===== src/rtl/alu_muldiv_sequencer.sv =====
// Multi-cycle MUL / DIVU / REMU sequencer that borrows the shared core ALU
// through a req/gnt handshake and issues one ALU operation per granted cycle.
module alu_muldiv_sequencer #(
  parameter int unsigned WIDTH = 32
) (
  input  logic             clk,
  input  logic             rst,
  input  logic             start,
  input  logic [1:0]       op,
  input  logic [WIDTH-1:0] opa,
  input  logic [WIDTH-1:0] opb,
  output logic             busy,
  output logic             done,
  output logic [WIDTH-1:0] result,
  output logic             alu_req,
  input  logic             alu_gnt,
  output logic [WIDTH-1:0] alu_a,
  output logic [WIDTH-1:0] alu_b,
  output logic [3:0]       alu_op,
  input  logic [WIDTH-1:0] alu_res
);

  localparam int unsigned CNT_W = 5;
  localparam logic [3:0] ALU_ADD  = 4'b0010;
  localparam logic [3:0] ALU_SUB  = 4'b0110;
  localparam logic [3:0] ALU_SLTU = 4'b1001;
  localparam logic [1:0] OP_MUL  = 2'b00;
  localparam logic [1:0] OP_DIVU = 2'b01;
  localparam logic [1:0] OP_REMU = 2'b10;

  typedef enum logic [2:0] {
    S_IDLE,
    S_MUL,
    S_DIV_CMP,
    S_DIV_SUB,
    S_DONE
  } state_t;

  state_t           state, state_n;
  logic [WIDTH-1:0] acc, acc_n;
  logic [WIDTH-1:0] mcand, mcand_n;
  logic [WIDTH-1:0] mplier, mplier_n;
  logic [WIDTH-1:0] rem, rem_n;
  logic [WIDTH-1:0] quo, quo_n;
  logic [WIDTH-1:0] dvs, dvs_n;
  logic [CNT_W-1:0] cnt, cnt_n;
  logic             lt, lt_n;
  logic [1:0]       op_q, op_n;
  logic [WIDTH-1:0] result_n;
  logic [WIDTH-1:0] trial, trial_n;
  logic [WIDTH-1:0] alu_a_n, alu_b_n;
  logic [3:0]       alu_op_n;
  logic             busy_n, done_n;

  // Next-state, datapath update and next values of the registered outputs
  always_comb begin
    state_n  = state;
    acc_n    = acc;
    mcand_n  = mcand;
    mplier_n = mplier;
    rem_n    = rem;
    quo_n    = quo;
    dvs_n    = dvs;
    cnt_n    = cnt;
    lt_n     = lt;
    op_n     = op_q;
    result_n = result;
    alu_a_n  = '0;
    alu_b_n  = '0;
    alu_op_n = ALU_ADD;
    trial    = {rem[WIDTH-2:0], quo[WIDTH-1]};

    case (state)
      S_IDLE: begin
        if (start) begin
          op_n  = op;
          cnt_n = '0;
          case (op)
            OP_MUL: begin
              acc_n    = '0;
              mcand_n  = opa;
              mplier_n = opb;
              state_n  = S_MUL;
            end
            OP_DIVU, OP_REMU: begin
              if (opb != '0) begin
                rem_n   = '0;
                quo_n   = opa;
                dvs_n   = opb;
                state_n = S_DIV_CMP;
              end else begin
                // Divide by zero: quotient all ones, remainder is the dividend
                rem_n   = opa;
                quo_n   = '1;
                state_n = S_DONE;
              end
            end
            default: begin
              acc_n   = '0;
              state_n = S_DONE;
            end
          endcase
        end
      end
      S_MUL: begin
        if (alu_gnt) begin
          if (mplier[0]) acc_n = alu_res;
          mcand_n  = mcand << 1;
          mplier_n = mplier >> 1;
          cnt_n    = cnt + CNT_W'(1);
          if (cnt == CNT_W'(WIDTH - 1)) state_n = S_DONE;
        end
      end
      S_DIV_CMP: begin
        if (alu_gnt) begin
          // A set rem msb means the 33-bit trial always exceeds the divisor
          lt_n    = rem[WIDTH-1] ? 1'b0 : alu_res[0];
          state_n = S_DIV_SUB;
        end
      end
      S_DIV_SUB: begin
        if (alu_gnt) begin
          rem_n   = lt ? trial : alu_res;
          quo_n   = {quo[WIDTH-2:0], ~lt};
          cnt_n   = cnt + CNT_W'(1);
          state_n = (cnt == CNT_W'(WIDTH - 1)) ? S_DONE : S_DIV_CMP;
        end
      end
      S_DONE: begin
        state_n = S_IDLE;
      end
      default: begin
        state_n = S_IDLE;
      end
    endcase

    if (state_n == S_DONE) begin
      case (op_n)
        OP_MUL:  result_n = acc_n;
        OP_DIVU: result_n = quo_n;
        OP_REMU: result_n = rem_n;
        default: result_n = '0;
      endcase
    end

    trial_n = {rem_n[WIDTH-2:0], quo_n[WIDTH-1]};
    case (state_n)
      S_MUL: begin
        alu_a_n  = acc_n;
        alu_b_n  = mcand_n;
        alu_op_n = ALU_ADD;
      end
      S_DIV_CMP: begin
        alu_a_n  = trial_n;
        alu_b_n  = dvs_n;
        alu_op_n = ALU_SLTU;
      end
      S_DIV_SUB: begin
        alu_a_n  = trial_n;
        alu_b_n  = dvs_n;
        alu_op_n = ALU_SUB;
      end
      default: begin
        alu_a_n  = '0;
        alu_b_n  = '0;
        alu_op_n = ALU_ADD;
      end
    endcase

    busy_n = (state_n == S_MUL) || (state_n == S_DIV_CMP) || (state_n == S_DIV_SUB);
    done_n = (state_n == S_DONE);
  end

  // State, datapath and registered outputs
  always_ff @(posedge clk or posedge rst) begin
    if (rst) begin
      state   <= S_IDLE;
      acc     <= '0;
      mcand   <= '0;
      mplier  <= '0;
      rem     <= '0;
      quo     <= '0;
      dvs     <= '0;
      cnt     <= '0;
      lt      <= 1'b0;
      op_q    <= '0;
      result  <= '0;
      busy    <= 1'b0;
      done    <= 1'b0;
      alu_req <= 1'b0;
      alu_a   <= '0;
      alu_b   <= '0;
      alu_op  <= ALU_ADD;
    end else begin
      state   <= state_n;
      acc     <= acc_n;
      mcand   <= mcand_n;
      mplier  <= mplier_n;
      rem     <= rem_n;
      quo     <= quo_n;
      dvs     <= dvs_n;
      cnt     <= cnt_n;
      lt      <= lt_n;
      op_q    <= op_n;
      result  <= result_n;
      busy    <= busy_n;
      done    <= done_n;
      alu_req <= busy_n;
      alu_a   <= alu_a_n;
      alu_b   <= alu_b_n;
      alu_op  <= alu_op_n;
    end
  end

endmodule


===== config.mk =====
export PLATFORM = sky130hd
export DESIGN_NAME = alu_muldiv_sequencer
export DESIGN_NICKNAME = d
export VERILOG_FILES = /design/src/rtl/alu_muldiv_sequencer.sv
export SDC_FILE = /design/constraint.sdc
export NUM_CORES = 1
export LEC_CHECK = 0
export CAP_MARGIN = 20
export CORE_MARGIN = 3
export CORE_UTILIZATION = 35
export CTS_CLUSTER_DIAMETER = 150
export DETAILED_ROUTE_END_ITERATION = 7
export PLACE_DENSITY = 0.67
export SYNTH_ARGS = -nofsm -noshare
export SYNTH_HDL_FRONTEND = slang
export SYNTH_SLANG_ARGS = --single-unit
export TNS_END_PERCENT = 50

===== constraint.sdc =====
create_clock -name clk -period 11.6 [get_ports clk]
set_input_delay 1.74 -clock clk [delete_from_list [all_inputs] [get_ports clk]]
set_output_delay 1.74 -clock clk [all_outputs]
set_load 0.05 [all_outputs]

# --- After elaboration in Yosys (flattened, before gate mapping) ---
# Index checks and enable logic that the tools add are counted.
classes:
  bitwise_logic: 1
  addsub: 1
  n_eq_ne: 16
  mux: 47
  n_reduce_logical: 14
ops:
  columns: ["op", "count"]
  rows:
  - ["32-bit two-way mux", 23]
  - ["32-bit one-hot mux with 2 select lines", 7]
  - ["32-bit one-hot mux with 3 select lines", 1]
  - ["32-bit nonzero test", 1]
  - ["3-bit two-way mux", 7]
  - ["3-bit by 2-bit equality test with 1-bit output, second input constant", 4]
  - ["3-bit one-hot mux with 4 select lines", 1]
  - ["5-bit two-way mux", 2]
  - ["5-bit one-hot mux with 2 select lines", 1]
  - ["4-bit one-hot mux with 2 select lines", 1]
  - ["3-bit by 1-bit equality test with 1-bit output, second input constant", 2]
  - ["3-bit one-hot mux with 2 select lines", 1]
  - ["2-bit OR reduction", 3]
  - ["5-bit by 1-bit adder with 5-bit output, second input constant", 1]
  - ["5-bit equality test, second input constant", 1]
  - ["2-bit by 1-bit equality test with 1-bit output, second input constant", 2]
  - ["2-bit equality test, second input constant", 2]
  - ["2-bit zero test", 2]
  - ["2-bit two-way mux", 2]
  - ["2-bit by 1-bit != test with 1-bit output, second input constant", 2]
  - ["2-bit != test, second input constant", 2]
  - ["4-bit AND reduction", 1]
  - ["2-bit nonzero test", 2]
  - ["3-bit equality test, second input constant", 1]
  - ["6 further kinds", 7]
word_totals:
  out_inout_bits: 103
  wordCells: 95
  register_bits: 305

# --- Longest topological paths before layout ---
# Gate-level depths: netlist of the first run.
depth:
  word_depth: 8
  depth_mapped: 12

# --- Worst setup path after synthesis of the first run ---
# OpenSTA, ideal clock, no wires.
synth_timing:
  path_type: "input to register"
  start: "input op[0]"
  end: "register alu_b[22]"
  t_required_ps: 11479
  t_arrival_ps: 3813
  setup_time_ps: 121
  path_stages: 9
  path_slack_ps: 7666
  path_cell_list: "inv_1 ha_1 and2_1 clkbuf_1 and2_0 o21ai_1 clkbuf_1 mux2_2 a22o_1"
synth_lines:
  columns: ["element", "line_no", "text"]
  rows:
  - ["from (decl)", "9", "input logic [1:0] op,"]
  - ["2-bit by 1-bit equality test with 1-bit output or 2-bit equality test (tied branches)", "78", "case (op)"]
  - ["2-bit OR reduction (*)", "78", null]
  - ["32-bit two-way mux (*)", "78", null]
  - ["32-bit two-way mux (*)", "75", "if (start) begin"]
  - ["32-bit two-way mux (*)", "73", "case (state)"]
  - ["net dvs_n[22]", "45", "logic [WIDTH-1:0] dvs, dvs_n;"]
  - ["32-bit one-hot mux with 2 select lines (*)", "147", "case (state_n)"]
  - ["net alu_b_n[22]", "51", "logic [WIDTH-1:0] alu_a_n, alu_b_n;"]
  - ["to (signal assigned)", "210", "alu_b <= alu_b_n;"]
  - ["to (decl)", "18", "output logic [WIDTH-1:0] alu_b,"]
# Mark *: on every way through the listed nets, which the timed path passes. The rest lies on a longest branch.
# A chain may end at the register's enable or synchronous reset.

# --- Final worst setup path of the first run ---
layout_timing:
  start: "input op[0]"
  end: "register alu_b[19]"
layout_between:
  elab_chain_cells: 8
layout_rtl:
  columns: ["element", "line_no"]
  rows:
  - ["2-bit by 1-bit equality test with 1-bit output or 2-bit equality test (tied branches)", "78"]
  - ["2-bit OR reduction", "78"]
  - ["3-bit one-hot mux with 2 select lines", "78"]
  - ["3-bit two-way mux", "75"]
  - ["3-bit one-hot mux with 4 select lines", "73"]
  - ["3-bit by 2-bit equality test with 1-bit output", "147"]
  - ["2-bit OR reduction (no source line)", null]
  - ["32-bit one-hot mux with 2 select lines (*)", "147"]
  - ["net alu_b_n[19]", "51"]
# Marked as above.

==> results_dict.tcl, run 1 <==
set metrics [dict create \
    clk_pin_slew_worst_paths_ns 0.06 \
    drv_cap 0 \
    peakVddDrop_mv 0.153 \
    hpwl_microns 27800 \
    final_max_slew_viol_count 0 \
    grt_max_degree 89 \
    critical_path.top_delay_family "buffers and inverters" \
    power.density_nw_per_um2 298 \
    cts_setup_buffers 0 \
    htreeDepth 2 \
    critPathLaunchType "input port" \
    finalSetupViolCount 0 \
    layout-drive-gt1-share_pct 10.0 \
    grt_pass1_wl_microns 65700 \
    cts_buffers 35 \
    endpoint_kind "flop" \
    cp_common_cell "buf_4" \
    ant_nets 0 \
    total_power_w 0.00511 \
    cts-hold-fix-buffers 0 \
    worstMarginPinSlew_ns 0.989 \
    mostFrequentLayoutCells "dfrtp_1, clkdlybuf4s50_1, nand2_1" \
    hold_viol 0 \
    worstHoldPathCells 2 \
    cts.sinks 304 \
    ff2ff_path_depth 9 \
    root_buffer "clkbuf_16" \
    cp_data_required_time_ns 12.04 \
    relSlewSlack_pct 34.1 \
    ys_seq_elements 304 \
    slowest_delay_ns 0.62 \
    crit_chain "clkdlybuf4s50_1 -> inv_1 -> ha_1 -> and2_1 -> buf_4 -> and2_0 -> o21ai_2 -> buf_4 -> o21a_1 -> inv_2 -> buf_4 -> a22o_1" \
    place_congestion 0.860 \
    core_area_sq_um 37800 \
    ys_warn_count 0 \
    dr_total_vias 10900 \
    cts_tree "done" \
    wl_microns 42400 \
    initial_utilization_pct 35.6 \
    num_rows 71 \
    port_buffers 204 \
    max_freq_ghz 0.200 \
    fin_util_pct 45.2 \
    syn_to_final_growth_pct 27.0 \
    post-route-min-period_ns 5.00 \
    gr-total-overflow 0 \
    antenna_found_initial 1 \
    critPathBufInv 6 \
    die_area_sq_um 40900 \
    antenna_cells 0 \
    ctsResizeCount 0 \
    fin_crit_sh_pct 43.1 \
    hp-class "reg2reg" \
    mostFrequentLayoutCell "dfrtp_1" \
    fin_worst_skew_ns 0.0188 \
    setup_tns_ns 0 \
    drtIter0Drc 821 \
    p_leak_nw 7.76 \
    critical_path_arrival_ns 5.44 \
    grt_usage_pct 20.3 \
    insertion_delay_ns 0.52 \
    ys.flop_type "dfrtp_1" \
    worstSetupPathType "in2reg" \
    synth_cells 1216 \
    cp_max_fo 45 \
    finalNetCount 1483 \
    die_h_microns 202 \
    wl_per_cell_microns 22.2 \
    slowest_stage "buf_4" \
    yosys.cell_types.count 58 \
    outcome "finished clean" \
    syn_area_sq_um 13500 \
    async_flop_share_pct 100 \
    viasPerCell 5.68 \
    rsz0062_at_grt "no" \
    die_w_microns 202 \
    drc 0 \
    synth_nets 1322 \
    grt_pass1_vias 11300 \
    io_pins 205 \
    clock_path_buffers 3 \
    synth.avg_cell_area_sq_um 11.1 \
    path_depth 12 \
    yosysSeqAreaShare_pct 56.4 \
    dr.pass1.iters 5 \
    synth_edf_count 0 \
    nFillCells 3524 \
]
routing by layer:
layer	vias to the layer above	part of all wire, %	wire length, microns	global-route usage [%]
met3	83	7.3	3090	4.30
met5	-	0.017	7	0
met1	5442	44	18500	27.9
met2	453	46	19600	32.3
li1	4870	-	-	-
met4	2	2.7	1150	6.26
cell type report:
type	instances	area, sq um	area share [%]
Timing Repair Buffer	230	2270	13.3
Tap cell	511	639	3.73
Multi-Input combinational cell	794	5450	31.8
Sequential cell	304	7610	44.5
Clock buffer	55	1070	6.27
Inverter	12	52.6	0.307
Clock inverter	4	25.0	0.146
report_power, final:
| part | switching [W] | leakage (nW) | internal (W) | total, W |
|---|---|---|---|---|
| Sequential | 0.000262 | 3.87 | 0.00151 | 0.00177 |
| Combinational | 0.00144 | 3.36 | 0.000839 | 0.00228 |
| Clock | 0.000426 | 0.533 | 0.000632 | 0.00106 |
| Total | 0.00213 | 7.76 | 0.00298 | 0.00511 |
synthesized netlist by cell type (2+ instances only):
library cell / number / area (sq um)
a21o_1: 30 / 225
a21oi_1: 4 / 20.0
a221oi_1: 19 / 166
a221oi_2: 10 / 150
a22o_1: 99 / 867
a22oi_1: 61 / 458
a311o_1: 2 / 20.0
a31oi_1: 2 / 12.5
and2_1: 3 / 18.8
and3_1: 33 / 206
and4_1: 2 / 17.5
buf_1: 14 / 52.6
buf_2: 15 / 75.1
buf_4: 2 / 15.0
buf_6: 2 / 22.5
clkbuf_1: 73 / 274
dfrtp_1: 303 / 7580
ha_1: 4 / 50.1
inv_1: 10 / 37.5
mux2_2: 33 / 372
mux2i_1: 63 / 631
nand2_1: 167 / 627
nand3_1: 2 / 10.0
nand3b_1: 2 / 15.0
nand4_1: 3 / 18.8
nor2_1: 44 / 165
nor3_1: 5 / 25.0
nor4_1: 8 / 50.1
o2111a_1: 3 / 33.8
o21a_1: 2 / 15.0
o21ai_0: 104 / 521
o21ai_1: 2 / 10.0
o221ai_1: 33 / 289
o22ai_1: 29 / 181
o31ai_1: 2 / 15.0
or2_2: 3 / 18.8
xor2_1: 2 / 17.5
stage by stage:
| step | instances | hold WS [ns] | area, sq um | setup WS, ns |
|---|---|---|---|---|
| final | 1910 | 0.481 | 17100 | 6.60 |
| after detailed placement | 1849 | 0.472 | 16000 | 6.14 |
| after global routing | 1910 | 0.506 | 17100 | 6.38 |
| after CTS | 1908 | 0.486 | 17100 | 6.60 |
| after floorplan | 1216 | 0.430 | 13500 | 1.46 |
| after global placement | 1849 | 0.463 | 16000 | 6.25 |
worst min-delay path, delay by kind of cell (launching register included):
kind,cells,cell delay [ns]
flip-flops,1,0.34
AO/OA/AOI/OAI,1,0.06
AND/OR/NAND/NOR,1,0.04
worst paths after layout:
| check | from | end | slack (ns) |
|---|---|---|---|
| worst min register to register | mplier[25]$_DFFE_PP0P_ | mplier[25]$_DFFE_PP0P_ | 0.48 |
| worst max-delay path | op[0] | alu_b[19]$_DFF_PP0_ | 6.60 |
| worst max register to register | state[1]$_DFF_PP0_ | alu_b[19]$_DFF_PP0_ | 8.06 |
| max in group asynchronous | rst | quo[14]$_DFF_PP0_ | 7.67 |
| worst min-delay path | mplier[25]$_DFFE_PP0P_ | mplier[25]$_DFFE_PP0P_ | 0.48 |
| min in group asynchronous | rst | mplier[4]$_DFFE_PP0P_ | 1.70 |
cell families after synthesis:
kind of cell,count (synthesis),share of synthesized area [%]
buf+inv,118,3.59
simple gates,281,9.30
compound gates,410,22.6
flops,304,56.4
xor+xnor,2,0.130
fa+ha+maj,4,0.371
mux,97,7.54
flip-flops by register name, indices dropped and copies added (netlist names), 5 cells and up:
signal  flops
mplier     32
quo        32
alu_b      32
alu_a      32
result     32
mcand      32
cnt         5
rem        32
dvs        32
acc        32
Note: power is estimated with default switching activity, not from simulation.
==> inputs of run 2 (changes only) <==
==> constraint.sdc (replaced) <==
create_clock -name clk -period 5.2 [get_ports clk]
set_input_delay 0.78 -clock clk [delete_from_list [all_inputs] [get_ports clk]]
set_output_delay 0.78 -clock clk [all_outputs]
set_load 0.05 [all_outputs]
==> run 2 against run 1 <==
Compared with the run above:
- clock power grew 130%
- count of clock-buffer cells in the layout shrank 2
- sequential power up 120%
- via count shrank 0.30%
- setup slack worse by 5.1 ns
- critical path depth shrank 3
- register-to-register slack worse by 6.3 ns
- die area stayed put
- clock skew is essentially flat
- first-iteration DRC count down 15%
- highest routed layer unchanged
- non-clock buffer count rose by 2
- combinational power increased by 120%
==> results_dict.tcl, run 2 (same netlist as run 1, synthesis figures left out) <==
set metrics [dict create \
    root_buffer "clkbuf_16" \
    wl_per_cell_microns 22.0 \
    endpoint "alu_a[13]$_DFF_PP0_" \
    hp-class "reg2reg" \
    critPathLaunchType "input port" \
    place_congestion 0.871 \
    grt_pass1_vias 11200 \
    critical_path_arrival_ns 4.04 \
    worstMarginPinSlew_ns 0.940 \
    post-route-min-period_ns 3.66 \
    max_freq_ghz 0.273 \
    cp_data_required_time_ns 5.58 \
    dr_total_vias 10800 \
    die_w_microns 202 \
    fin_worst_skew_ns 0.0191 \
    p_leak_nw 7.81 \
    gr-total-overflow 0 \
    syn_to_final_growth_pct 27.6 \
    whs_ns 0.451 \
    ctsResizeCount 0 \
    power.density_nw_per_um2 669 \
    finalNetCount 1485 \
    antenna_cells 0 \
    cts_setup_buffers 0 \
    clock_path_buffers 3 \
    die_h_microns 202 \
    layout-drive-gt1-share_pct 10.5 \
    nFillCells 3569 \
    fin_crit_sh_pct 70.4 \
    final_max_slew_viol_count 0 \
    power_frac_seq_pct 34.1 \
    dr.pass1.iters 5 \
    antenna_found_initial 1 \
    rsz0062_at_grt "no" \
    peakVddDrop_mv 0.303 \
    num_rows 71 \
    wl_microns 42100 \
    cp_max_fo 34 \
    grt_pass1_wl_microns 65500 \
    power_frac_clock_pct 21.5 \
    r2r-start "state[1]$_DFF_PP0_" \
    clk_pin_slew_worst_paths_ns 0.06 \
    htreeDepth 2 \
    drv_cap 0 \
    drc 0 \
    initial_utilization_pct 35.6 \
    cts-hold-fix-buffers 0 \
    fin_util_pct 45.5 \
    r2r_slack_ns 1.76 \
    die_area_sq_um 40900 \
    ff2ff_path_depth 7 \
    drtIter0Drc 694 \
    p_sw_share_pct 41.2 \
    worstSetupPathType "in2reg" \
    mostFrequentLayoutCell "dfrtp_1" \
    cts_buffers 35 \
    finalSetupViolCount 0 \
    mostFrequentLayoutCells "dfrtp_1, clkdlybuf4s50_1, nand2_1" \
    power_switching_w 0.00475 \
    cts.sinks 304 \
    crit_start "opb[4]" \
    hold_viol 0 \
    hpwl_microns 28000 \
    setup_tns_ns 0 \
    endpoint_kind "flop" \
    core_area_sq_um 37800 \
    grt_usage_pct 20.2 \
    r2r-end "result[29]$_DFFE_PP0P_" \
    io_pins 205 \
    grt_max_degree 115 \
    ant_nets 0 \
    cts_tree "done" \
    outcome "finished clean" \
    port_buffers 204 \
    p_comb_share_pct 44.4 \
    insertion_delay_ns 0.51 \
    worstHoldPathCells 1 \
    p_int_w 0.00676 \
    viasPerCell 5.65 \
    relSlewSlack_pct 37.3 \
]
==> run 2: cell count changes in the layout (fill, tap and decap cells not counted) <==
cell and change:
buf_12 +2, inv_8 -1, buf_16 -1, buf_8 +1
clkinv_2 +3, clkinvlp_4 +1, clkbuf_1 -2, bufinv_16 +2
==> run 2: worst max-delay path, stage by stage <==
cell and delay (ns):
clkdlybuf4s50_1 0.46, nor4_1 0.66, nand4_1 0.41, o21ai_2 0.22, buf_4 0.41, o21a_1 0.22
inv_2 0.28, buf_4 0.36, a22o_1 0.23
==> run 2: through the flow <==
step	power [W]	setup WS (ns)	instances	cell area, sq um
2_1_floorplan	0.00737	0.378	1216	13500
3_3_place_gp	0.00895	1.09	1851	16000
3_5_place_dp	0.00904	1.07	1851	16000
4_1_cts	0.0116	1.52	1913	17200
5_1_grt	0.0122	1.40	1915	17200
6_report	0.0115	1.54	1915	17200
==> run 2: per-layer routing <==
layer / vias to the layer above / GRT usage (%) / part of all wire (%)
met5: - / 0 / 0.031
met4: 2 / 5.89 / 2.5
met3: 78 / 4.38 / 6.7
met2: 416 / 31.8 / 46
met1: 5454 / 28.2 / 45
li1: 4867 / - / -
==> run 2: cell type report <==
cell class | count | area, sq um | share of cell area [%]
clock inverter | 9 | 100 | 0.582
timing repair buffer | 232 | 2300 | 13.3
tap | 511 | 639 | 3.72
multi-input combinational | 794 | 5450 | 31.7
inverter | 12 | 48.8 | 0.284
sequential | 304 | 7610 | 44.2
clock buffer | 53 | 1070 | 6.19
==> run 2: how the worst min path moves through the flow <==
stage	from	to	slack, ns
final	rem[31]$_DFF_PP0_	lt$_DFFE_PP0P_	0.45
after global routing	rem[31]$_DFF_PP0_	lt$_DFFE_PP0P_	0.48
after CTS	rem[31]$_DFF_PP0_	lt$_DFFE_PP0P_	0.45
after detailed placement	rem[31]$_DFF_PP0_	lt$_DFFE_PP0P_	0.46
after global placement	rem[31]$_DFF_PP0_	lt$_DFFE_PP0P_	0.46
after floorplan	rem[31]$_DFF_PP0_	lt$_DFFE_PP0P_	0.43
==> run 2: power by group through the flow <==
stage	Clock (W)	Combinational, W	Sequential, W
floorplan	0	0.00254	0.00483
global placement	0	0.00498	0.00397
detailed placement	0	0.00505	0.00399
CTS	0.00255	0.00507	0.00396
global route	0.00264	0.00549	0.00402
finish	0.00248	0.00511	0.00392
